<file path="src/rtl/qspi_target.sv">
// -----------------------------------------------------------------------------
// qspi_target
//   Quad-SPI memory responder. Target end of the qspi line-fill/write-back
//   link: decodes a quad command and address, serves reads from and absorbs
//   writes into an internal byte array. Used as on-chip test RAM and as a
//   stand-in for external flash/PSRAM.
//
//   Commands (all transfers nibble-wide, MSB nibble first):
//     8'hEB  quad read : CMD -> ADDR -> DUMMY -> RDATA (burst until cs_n rise)
//     8'h38  quad write: CMD -> ADDR -> WDATA          (burst until cs_n rise)
//     8'h9F  JEDEC ID  : CMD -> ID (only when QSPI_TGT_ID_EN is defined)
//     other            : IGNORE, outputs stay undriven until cs_n rise
//
//   Optional feature macro: QSPI_TGT_ID_EN (adds the 0x9F ID command and the
//   JEDEC parameter). Without it 0x9F is an unknown command.
//
// Ports
//   clk        in   system clock, all flops live here
//   reset      in   asynchronous active-low reset
//   sck        in   QSPI clock, asynchronous, oversampled (clk >= 4x sck)
//   cs_n       in   chip select, active low
//   io_in      in   [3:0] QSPI data in, bit 3 is the MSB
//   io_out     out  [3:0] QSPI data out
//   io_oe      out  [3:0] output enable, 4'hF only while driving read/ID data
//   ld_we      in   backdoor write strobe, honoured only while cs_n is high
//   ld_addr    in   [$clog2(DEPTH)-1:0] backdoor byte address
//   ld_data    in   [7:0] backdoor byte
//   active     out  high from the first command nibble until cs_n returns high
//   dbg_state  out  [2:0] current FSM state (encoding of state_e)
// -----------------------------------------------------------------------------
module qspi_target #(
  parameter int AW    = 24,
  parameter int DEPTH = 256,
  parameter int DUMMY = 4
`ifdef QSPI_TGT_ID_EN
  ,
  parameter logic [23:0] JEDEC = 24'hEF4018
`endif
) (
  input  logic                     clk,
  input  logic                     reset,
  input  logic                     sck,
  input  logic                     cs_n,
  input  logic [3:0]               io_in,
  output logic [3:0]               io_out,
  output logic [3:0]               io_oe,
  input  logic                     ld_we,
  input  logic [$clog2(DEPTH)-1:0] ld_addr,
  input  logic [7:0]               ld_data,
  output logic                     active,
  output logic [2:0]               dbg_state
);

  localparam int AI  = $clog2(DEPTH);  // array index width
  localparam int NIB = AW / 4;         // address nibbles on the wire
  localparam int CW  = 8;              // shared counter width

  typedef enum logic [2:0] {
    S_IDLE   = 3'd0,
    S_CMD    = 3'd1,
    S_ADDR   = 3'd2,
    S_DUMMY  = 3'd3,
    S_RDATA  = 3'd4,
    S_WDATA  = 3'd5,
    S_ID     = 3'd6,
    S_IGNORE = 3'd7
  } state_e;

  // ---------------------------------------------------------------------------
  // Input synchronizers and sck edge detect
  // ---------------------------------------------------------------------------
  logic       sck_s1_q, sck_s2_q, sck_s3_q;
  logic       cs_s1_q, cs_s2_q;
  logic [3:0] io_s1_q, io_s2_q;

  // cs sync resets to "deselected" so a stale low level cannot look like a
  // transfer in progress right after reset.
  always_ff @(posedge clk or negedge reset) begin
    if (!reset) begin
      sck_s1_q <= 1'b0;
      sck_s2_q <= 1'b0;
      sck_s3_q <= 1'b0;
      cs_s1_q  <= 1'b1;
      cs_s2_q  <= 1'b1;
      io_s1_q  <= 4'h0;
      io_s2_q  <= 4'h0;
    end else begin
      sck_s1_q <= sck;
      sck_s2_q <= sck_s1_q;
      sck_s3_q <= sck_s2_q;
      cs_s1_q  <= cs_n;
      cs_s2_q  <= cs_s1_q;
      io_s1_q  <= io_in;
      io_s2_q  <= io_s1_q;
    end
  end

  logic sck_rise, sck_fall;
  assign sck_rise =  sck_s2_q & ~sck_s3_q;
  assign sck_fall = ~sck_s2_q &  sck_s3_q;

  // ---------------------------------------------------------------------------
  // State and datapath registers
  // ---------------------------------------------------------------------------
  state_e        state_q, state_d;
  logic [CW-1:0] cnt_q, cnt_d;        // address nibbles / dummy cycles / ID byte
  logic [AI-1:0] addr_q, addr_d;      // only the low AI address bits matter
  logic [3:0]    cmd_hi_q, cmd_hi_d;  // first command nibble
  logic          rd_cmd_q, rd_cmd_d;  // 1: read command, 0: write command
  logic          nib_q, nib_d;        // 0: high nibble next, 1: low nibble next
  logic [3:0]    wbuf_q, wbuf_d;      // held high nibble of a write byte
  logic [3:0]    io_out_q, io_out_d;
  logic [3:0]    io_oe_q, io_oe_d;
  logic          active_q, active_d;

  logic [7:0]    mem_q [DEPTH];
  logic          mem_we;
  logic [7:0]    mem_wdata;
  logic [7:0]    rd_byte;
  logic [7:0]    cmd_byte;

  assign rd_byte  = mem_q[addr_q];
  assign cmd_byte = {cmd_hi_q, io_s2_q};

`ifdef QSPI_TGT_ID_EN
  logic [7:0] id_byte;
  always_comb begin
    id_byte = 8'hFF;
    case (cnt_q)
      8'd0:    id_byte = JEDEC[23:16];
      8'd1:    id_byte = JEDEC[15:8];
      8'd2:    id_byte = JEDEC[7:0];
      default: id_byte = 8'hFF;
    endcase
  end
`endif

  always_ff @(posedge clk or negedge reset) begin
    if (!reset) begin
      state_q  <= S_IDLE;
      cnt_q    <= '0;
      addr_q   <= '0;
      cmd_hi_q <= 4'h0;
      rd_cmd_q <= 1'b0;
      nib_q    <= 1'b0;
      wbuf_q   <= 4'h0;
      io_out_q <= 4'h0;
      io_oe_q  <= 4'h0;
      active_q <= 1'b0;
    end else begin
      state_q  <= state_d;
      cnt_q    <= cnt_d;
      addr_q   <= addr_d;
      cmd_hi_q <= cmd_hi_d;
      rd_cmd_q <= rd_cmd_d;
      nib_q    <= nib_d;
      wbuf_q   <= wbuf_d;
      io_out_q <= io_out_d;
      io_oe_q  <= io_oe_d;
      active_q <= active_d;
    end
  end

  // Array contents are deliberately not reset. A bus write can only happen
  // while cs_n is low, so it never collides with an honoured backdoor write.
  always_ff @(posedge clk) begin
    if (mem_we) begin
      mem_q[addr_q] <= mem_wdata;
    end else if (ld_we && cs_n) begin
      mem_q[ld_addr] <= ld_data;
    end
  end

  // ---------------------------------------------------------------------------
  // Next-state / output logic
  // ---------------------------------------------------------------------------
  always_comb begin
    state_d   = state_q;
    cnt_d     = cnt_q;
    addr_d    = addr_q;
    cmd_hi_d  = cmd_hi_q;
    rd_cmd_d  = rd_cmd_q;
    nib_d     = nib_q;
    wbuf_d    = wbuf_q;
    io_out_d  = io_out_q;
    io_oe_d   = io_oe_q;
    active_d  = active_q;
    mem_we    = 1'b0;
    mem_wdata = 8'h00;

    if (cs_s2_q) begin
      // Deselect wins over everything, including a half-received byte.
      state_d  = S_IDLE;
      cnt_d    = '0;
      addr_d   = '0;
      nib_d    = 1'b0;
      io_out_d = 4'h0;
      io_oe_d  = 4'h0;
      active_d = 1'b0;
    end else begin
      case (state_q)
        S_IDLE: begin
          if (sck_rise) begin
            cmd_hi_d = io_s2_q;
            active_d = 1'b1;
            state_d  = S_CMD;
          end
        end

        S_CMD: begin
          if (sck_rise) begin
            cnt_d = '0;
            nib_d = 1'b0;
            case (cmd_byte)
              8'hEB: begin
                rd_cmd_d = 1'b1;
                state_d  = S_ADDR;
              end
              8'h38: begin
                rd_cmd_d = 1'b0;
                state_d  = S_ADDR;
              end
`ifdef QSPI_TGT_ID_EN
              8'h9F:   state_d = S_ID;
`endif
              default: state_d = S_IGNORE;
            endcase
          end
        end

        S_ADDR: begin
          if (sck_rise) begin
            // Shift in MSB nibble first; upper wire bits fall off the top.
            addr_d = AI'({addr_q, io_s2_q});
            if (cnt_q == CW'(NIB - 1)) begin
              cnt_d   = '0;
              nib_d   = 1'b0;
              state_d = rd_cmd_q ? S_DUMMY : S_WDATA;
            end else begin
              cnt_d = cnt_q + CW'(1);
            end
          end
        end

        S_DUMMY: begin
          // Count DUMMY rises; the fall after the last one drives data so the
          // host can sample it on the following rise.
          if (sck_rise && (cnt_q != CW'(DUMMY))) begin
            cnt_d = cnt_q + CW'(1);
          end
          if (sck_fall && (cnt_q == CW'(DUMMY))) begin
            io_oe_d  = 4'hF;
            io_out_d = rd_byte[7:4];
            nib_d    = 1'b1;
            state_d  = S_RDATA;
          end
        end

        S_RDATA: begin
          if (sck_fall) begin
            if (nib_q) begin
              io_out_d = rd_byte[3:0];
              addr_d   = addr_q + AI'(1);
              nib_d    = 1'b0;
            end else begin
              io_out_d = rd_byte[7:4];
              nib_d    = 1'b1;
            end
          end
        end

        S_WDATA: begin
          if (sck_rise) begin
            if (nib_q) begin
              mem_we    = 1'b1;
              mem_wdata = {wbuf_q, io_s2_q};
              addr_d    = addr_q + AI'(1);
              nib_d     = 1'b0;
            end else begin
              wbuf_d = io_s2_q;
              nib_d  = 1'b1;
            end
          end
        end

`ifdef QSPI_TGT_ID_EN
        S_ID: begin
          if (sck_fall) begin
            io_oe_d = 4'hF;
            if (nib_q) begin
              io_out_d = id_byte[3:0];
              nib_d    = 1'b0;
              // Saturate at 3 so the tail keeps returning 8'hFF.
              if (cnt_q != CW'(3)) begin
                cnt_d = cnt_q + CW'(1);
              end
            end else begin
              io_out_d = id_byte[7:4];
              nib_d    = 1'b1;
            end
          end
        end
`endif

        default: begin
          // S_IGNORE (and S_ID when the ID feature is absent): wait for cs_n.
        end
      endcase
    end
  end

  assign io_out    = io_out_q;
  assign io_oe     = io_oe_q;
  assign active    = active_q;
  assign dbg_state = state_q;

endmodule

</file>
<file path="config.mk">
export PLATFORM = sky130hd
export DESIGN_NAME = qspi_target
export DESIGN_NICKNAME = d
export VERILOG_FILES = /design/src/rtl/qspi_target.sv
export SDC_FILE = /design/constraint.sdc
export NUM_CORES = 2
export LEC_CHECK = 0
export BUFFER_PORTS_ARGS = -buffer_cell sky130_fd_sc_hd__buf_2
export CORE_ASPECT_RATIO = 0.5
export CORE_MARGIN = 4
export CORE_UTILIZATION = 50
export DETAILED_ROUTE_END_ITERATION = 8
export PLACE_DENSITY = 0.63
export SLEW_MARGIN = 20
export SYNTH_ARGS = -nofsm -noshare
export SYNTH_HDL_FRONTEND = slang
export SYNTH_SLANG_ARGS = --single-unit
</file>
<file path="constraint.sdc">
create_clock -name clk -period 17.85 [get_ports clk]
set_input_delay 2.6775 -clock clk [delete_from_list [all_inputs] [get_ports clk]]
set_output_delay 2.6775 -clock clk [all_outputs]
set_load 0.005 [all_outputs]
</file>
# Yosys cells after proc, flatten, opt, wreduce, memory -nomap -nowiden
# Memory sizes are Yosys's and may differ from the RTL's.
# Cells that the tools add are included.
dict set report op_classes {
  reduce_logical 26
  n_bitwise 6
  mux 58
  n_eq_ne 18
  add_sub_neg 2
}
# cell count
set ops {}
lappend ops {{$mux W8} 16}
lappend ops {{$pmux W8 S3} 2}
lappend ops {{$mux W4} 7}
lappend ops {{$mux W3} 8}
lappend ops {{$ne A3 B3 Y1 const B} 8}
lappend ops {{$mux W1} 21}
lappend ops {{$add A8 B1 Y8 const B} 2}
lappend ops {{$eq A8 B3 Y1 const B} 2}
lappend ops {{$reduce_and A4 Y1} 4}
lappend ops {{$pmux W3 S4} 1}
lappend ops {{$reduce_bool A2 Y1} 5}
lappend ops {{$eq A8 B6 Y1 const B} 1}
lappend ops {{$eq A8 B8 Y1 const B} 1}
lappend ops {{$ne A8 B3 Y1 const B} 1}
lappend ops {{$pmux W4 S2} 1}
lappend ops {{$reduce_bool A4 Y1} 2}
lappend ops {{$reduce_or A8 Y1} 1}
lappend ops {{$reduce_and A7 Y1} 1}
lappend ops {{$eq A3 B2 Y1 const B} 2}
lappend ops {{$eq A3 B3 Y1 const B} 2}
lappend ops {{$reduce_and A3 Y1} 2}
lappend ops {{$reduce_and A6 Y1} 1}
lappend ops {{$reduce_bool A6 Y1} 1}
lappend ops {{$pmux W1 S5} 1}
lappend ops {{other kinds (10)} 17}
dict set report word_totals {
  mem_bits_rw 2048
  regBits 51
  mem_count 1
  output_inout_bits 12
}
# name words width read_ports rd_ports_with_merged_regs write_ports line
set mem_list {}
lappend mem_list {mem_q 256 8 1 0 1 116} ;# logic [7:0] mem_q [DEPTH];

# Depth between registers and ports, before layout
dict set report logic_depth {
  depth_word 9
  mapped_depth 15
  ltp_nobuf 9
}

# Worst setup path after synthesis
# OpenSTA, ideal clock, no wires.
dict set report synth_timing {
  kind {input to register}
  startpoint {input port ld_we}
  endpoint {memory mem_q[0][0] (data pin)}
  t_required_ps 16986
  n_path_buf 1
  path_slack_ps 10358
  t_arrival_ps 6628
  stages 4
  path_cell_list {nand2_1 -> nor2_1 -> clkbuf_1 -> a22o_1}
}
dict set report synth_between {
  elab_chain_len 6
}
# item line
set synth_lines {}
lappend synth_lines {{start, declared} 47} ;# input logic ld_we,
lappend synth_lines {{$logic_and A1 B1 Y1} 169} ;# end else if (ld_we && cs_n) begin
lappend synth_lines {{$mux W1} 169}
lappend synth_lines {{$mux W1} 167} ;# if (mem_we) begin
lappend synth_lines {{$mux W1 (not written as such)} 170} ;# mem_q[ld_addr] <= ld_data;
lappend synth_lines {{$reduce_or A8 Y1 (no source line)} -}
lappend synth_lines {{$mux W8 (no source line)} -}
lappend synth_lines {{end, declared} 116}
# No other way between the ends.

# Final worst setup path
dict set report layout_timing {
  startpoint {input port cs_n}
  endpoint {memory mem_q[11][4] (data pin)}
}
dict set report layout_between {
  elab_chain_len 6
}
# item line
set layout_lines {}
lappend layout_lines {{start, declared} 43} ;# input logic cs_n,
lappend layout_lines {{$logic_and A1 B1 Y1} 169}
lappend layout_lines {{$mux W1} 169}
lappend layout_lines {{$mux W1} 167}
lappend layout_lines {{$mux W1 (not written as such)} 170}
lappend layout_lines {{$reduce_or A8 Y1 (no source line)} -}
lappend layout_lines {{$mux W8 (no source line)} -}
# No other way between the ends.

==> implementation parameters <==
Parameter                              Value

Critical path
  Launching element type of the critical path    input pin
  Largest delay share family, worst path    buffers and inverters
  Critical path data arrival time    6.89 ns
  Cell-by-cell trace of the critical path    buf_2, nand2_1, nor2_4, a22o_4, buf_4, buf_4, buf_4
  Critical path buffer and inverter count    4
  Library cell appearing most often on the critical path    sky130_fd_sc_hd__buf_4
  Required time worst endpoint    18.35 ns
  Largest fanout on the critical path    76
  Endpoint type of the worst setup path    register
  Master of the slowest instance on the critical path    sky130_fd_sc_hd__nor2_4
  Worst setup path class    in -> reg
  Maximum cell stage delay along the critical path    0.85 ns

Logic synthesis
  Total nets after synthesis    4075
  Register area share after synthesis    0.761
  Instance count of the mapped netlist    4046
  Share of the synthesized area in the top cell type    0.747
  Dominant cell by count in the synthesized netlist    sky130_fd_sc_hd__edfxtp_1
  Async set or reset register ratio after synthesis    0.0229
  Post-synthesis cell type count    76
  Avg Inst Size Synth    slightly above 20 sq um
  Largest area contributor in the synthesized netlist    sky130_fd_sc_hd__edfxtp_1
  Post-synth top cells    2048 x sky130_fd_sc_hd__edfxtp_1, 458 x sky130_fd_sc_hd__mux4_2, 305 x sky130_fd_sc_hd__nor2_1, 199 x sky130_fd_sc_hd__mux2i_1, 112 x sky130_fd_sc_hd__clkbuf_1
  Warning count from the yosys run    0
  Primary flip-flop cell chosen by synthesis mapping    sky130_fd_sc_hd__edfxtp_1
  EDFF count, synth    2048
  Number of synthesized register bits    2096
  Area of the mapped netlist    82400 sq um
  Cells taking the most area after synthesis    sky130_fd_sc_hd__edfxtp_1 75%, sky130_fd_sc_hd__mux4_2 13%, sky130_fd_sc_hd__mux2i_1 2.4%, sky130_fd_sc_hd__dfrtp_1 1.4%, sky130_fd_sc_hd__nor2_1 1.4%

Finish
  Fillers    roughly 12000
  Post-layout nets    4148
  Fraction of layout instances using a drive strength above 1    0.211
  Footprint of the flip-flops and latches    62700 sq um
  Final Instance Area    about 90000 sq um
  Post-synthesis to final-layout area growth    9.80%
  Combined area of the multi-input logic cells    18300 sq um
  Non-filler instance count after layout    6445

Run status
  Run status    completed

CTS
  TritonCTS clock tree    built
  H-Tree Level Count    4
  Clock transition at the registers of the reported paths    ~0.060 ns
  Clock sinks    2096
  Hold buffer count at cts    0
  Clock latency at the later pin of the worst-skew pair    0.84 ns
  Clock tree root buffer cell    sky130_fd_sc_hd__clkbuf_16
  Post-CTS setup buffers    0
  Clock Tree Buf Depth    4
  Number of buffers added by the clock tree synthesis step    189
  PostCTS Resize Cnt    0

Placement
  Post-Place Cell Area    between 80000 and 90000 sq um
  DP HPWL    135000 microns
  Number of I/O port buffers    36
  RePlAce Congestion    0.895
  Placed Cells incl. Taps    6100

Timing
  Upper clock frequency limit    around 0.16 GHz
  RSZ-0062 raised after global routing    no
  Tightest hold margin    0.348 ns
  Number of hold violations in the final report    0
  Worst slew slack as a fraction of its limit    0.191
  Worst-margin pin slew    about 1.2 ns
  Setup Total Neg Slack    0 ns
  Count of endpoints failing setup in the final report    0
  Slew Limit Fails    0
  Final worst path period share    0.358
  Tmin final    6.40 ns
  Post-Route Skew    0.0671 ns

Pwr
  Maximum VDD drop    roughly 0.12 mV
  Leakage power    27.9 nW
  Power density over the cells    about 140 nW/um^2

Detailed routing
  Number of vias in the routed layout    approximately 42000
  Routed wire length    222000 microns
  Remaining antenna violation count after routing    0
  Ratio of routed vias to standard cells    roughly 6.5
  Violation count after the first detailed-route iteration    5840
  Iteration count of the initial detailed-routing pass    5
  DR DRC count    0
  Average wire per cell in the routed design    ~35 microns

Run
  Max-cap violations    0

Floorplanning
  Initial Utilization    0.508
  Row cnt    104
  Total Die Area    about 170000 sq um
  Horiz. Die Dim    582 microns
  Placeable core area    162000 sq um
  Vertical extent of the die    295 microns
  Ports placed on the boundary    37

GRT
  Initial antenna violation count    6
  Via count of the first global-routing pass    41400
  Total global-route track usage    0.260
  Total global routing overflow    0
  Wire length of the first global-routing pass    317000 microns
  Maximum number of pins on one net before global-route repair    189

Hold path
  Hold crit path type    reg -> reg
cell usage in the layout, fill, tap and decap left out, types with 24 or more instances in the layout:
cell / count
sky130_fd_sc_hd__edfxtp_1: 2048
sky130_fd_sc_hd__mux4_2: 458
sky130_fd_sc_hd__nor2_1: 299
sky130_fd_sc_hd__mux2i_1: 199
sky130_fd_sc_hd__clkbuf_16: 192
sky130_fd_sc_hd__nand2_1: 108
sky130_fd_sc_hd__buf_4: 87
sky130_fd_sc_hd__o21ai_0: 66
sky130_fd_sc_hd__a21oi_1: 60
sky130_fd_sc_hd__a22oi_1: 56
sky130_fd_sc_hd__clkinv_1: 53
sky130_fd_sc_hd__nand3_1: 46
sky130_fd_sc_hd__clkbuf_1: 43
sky130_fd_sc_hd__dfrtp_1: 40
sky130_fd_sc_hd__buf_2: 36
sky130_fd_sc_hd__o221ai_1: 34
sky130_fd_sc_hd__o22ai_1: 33
sky130_fd_sc_hd__clkinv_2: 29
sky130_fd_sc_hd__a221oi_1: 27
sky130_fd_sc_hd__mux2_2: 24
sky130_fd_sc_hd__a211oi_1: 24
cell families (layout without fill, tap and decap cells):
| kind of cell | after synthesis | count (layout) | synth area share |
|---|---|---|---|
| AND/OR/NAND/NOR | 583 | 583 | 0.0313 |
| flip-flops | 2096 | 2096 | 0.761 |
| other | 0 | 9 | 0 |
| multiplexers | 681 | 681 | 0.153 |
| AO/OA/AOI/OAI | 419 | 419 | 0.0356 |
| XOR/XNOR | 2 | 2 | 0.000213 |
| adder cells (fa/ha/maj) | 4 | 4 | 0.000608 |
| buffers and inverters | 261 | 478 | 0.0184 |
worst register-to-register path, delay by kind of cell (launching register included):
kind / cells / cell delay [ns]
compound gates: 6 / 2.37
buf+inv: 4 / 3.04
flops: 1 / 0.68
mux: 1 / 0.24
report_power, final:
group | total (mW) | leakage (nW) | switching (mW) | internal (mW)
logic | 3.71 | 5.76 | 2.32 | 1.38
registers | 5.55 | 19.4 | 0.118 | 5.43
clock network | 3.81 | 2.74 | 1.76 | 2.05
layer usage:
| metal | global-route usage | part of all wire | wire (microns) |
|---|---|---|---|
| met5 | 0 | 0.000090 | 20 |
| met4 | 0.0690 | 0.028 | 6330 |
| met3 | 0.0869 | 0.13 | 28500 |
| met2 | 0.378 | 0.44 | 98300 |
| met1 | 0.382 | 0.40 | 89300 |
worst paths after layout:
| check | cells past startpoint | startpoint | to | slack (ns) |
|---|---|---|---|---|
| max in group asynchronous | 2 | reset | addr_q[4]$_DFFE_PN0P_ | 15.18 |
| min in group asynchronous | 2 | reset | addr_q[1]$_DFFE_PN0P_ | 2.04 |
| min | 0 | io_s1_q[3]$_DFF_PN0_ | io_s2_q[3]$_DFF_PN0_ | 0.35 |
| min reg2reg | 0 | io_s1_q[3]$_DFF_PN0_ | io_s2_q[3]$_DFF_PN0_ | 0.35 |
| max reg2reg | 11 | addr_q[0]$_DFFE_PN0P_ | io_out[3]$_DFFE_PN0P_ | 11.51 |
| max | 7 | cs_n | mem_q[11][4]$_DFFE_PP_ | 11.45 |
sequential cells by signal (all words and copies together), names as in the netlist, 3 cells and up:
signal / count
addr_q: 8
cmd_hi_q: 4
cnt_q: 8
dbg_state: 3
io_out: 4
io_s1_q: 4
io_s2_q: 4
mem_q: 2048
wbuf_q: 4
cell type report:
type                            instances  share of cell area
Sequential cell                      2096               0.694
Multi-Input combinational cell       1689               0.202
Clock buffer                          237              0.0552
Tap cell                             2173              0.0301
Timing Repair Buffer                  133              0.0114
Clock inverter                         98             0.00682
Inverter                               10            0.000415
Antenna cell                            9            0.000249
stage by stage:
stage,power (mW),setup WS (ns),utilization
floorplan,7.95,10.36,-
global placement,9.29,10.87,0.522
detailed placement,9.30,10.69,0.522
CTS,13.0,11.53,0.557
global route,13.5,11.17,0.557
finish,13.1,11.45,0.557
(Power assumes the default switching activity.)
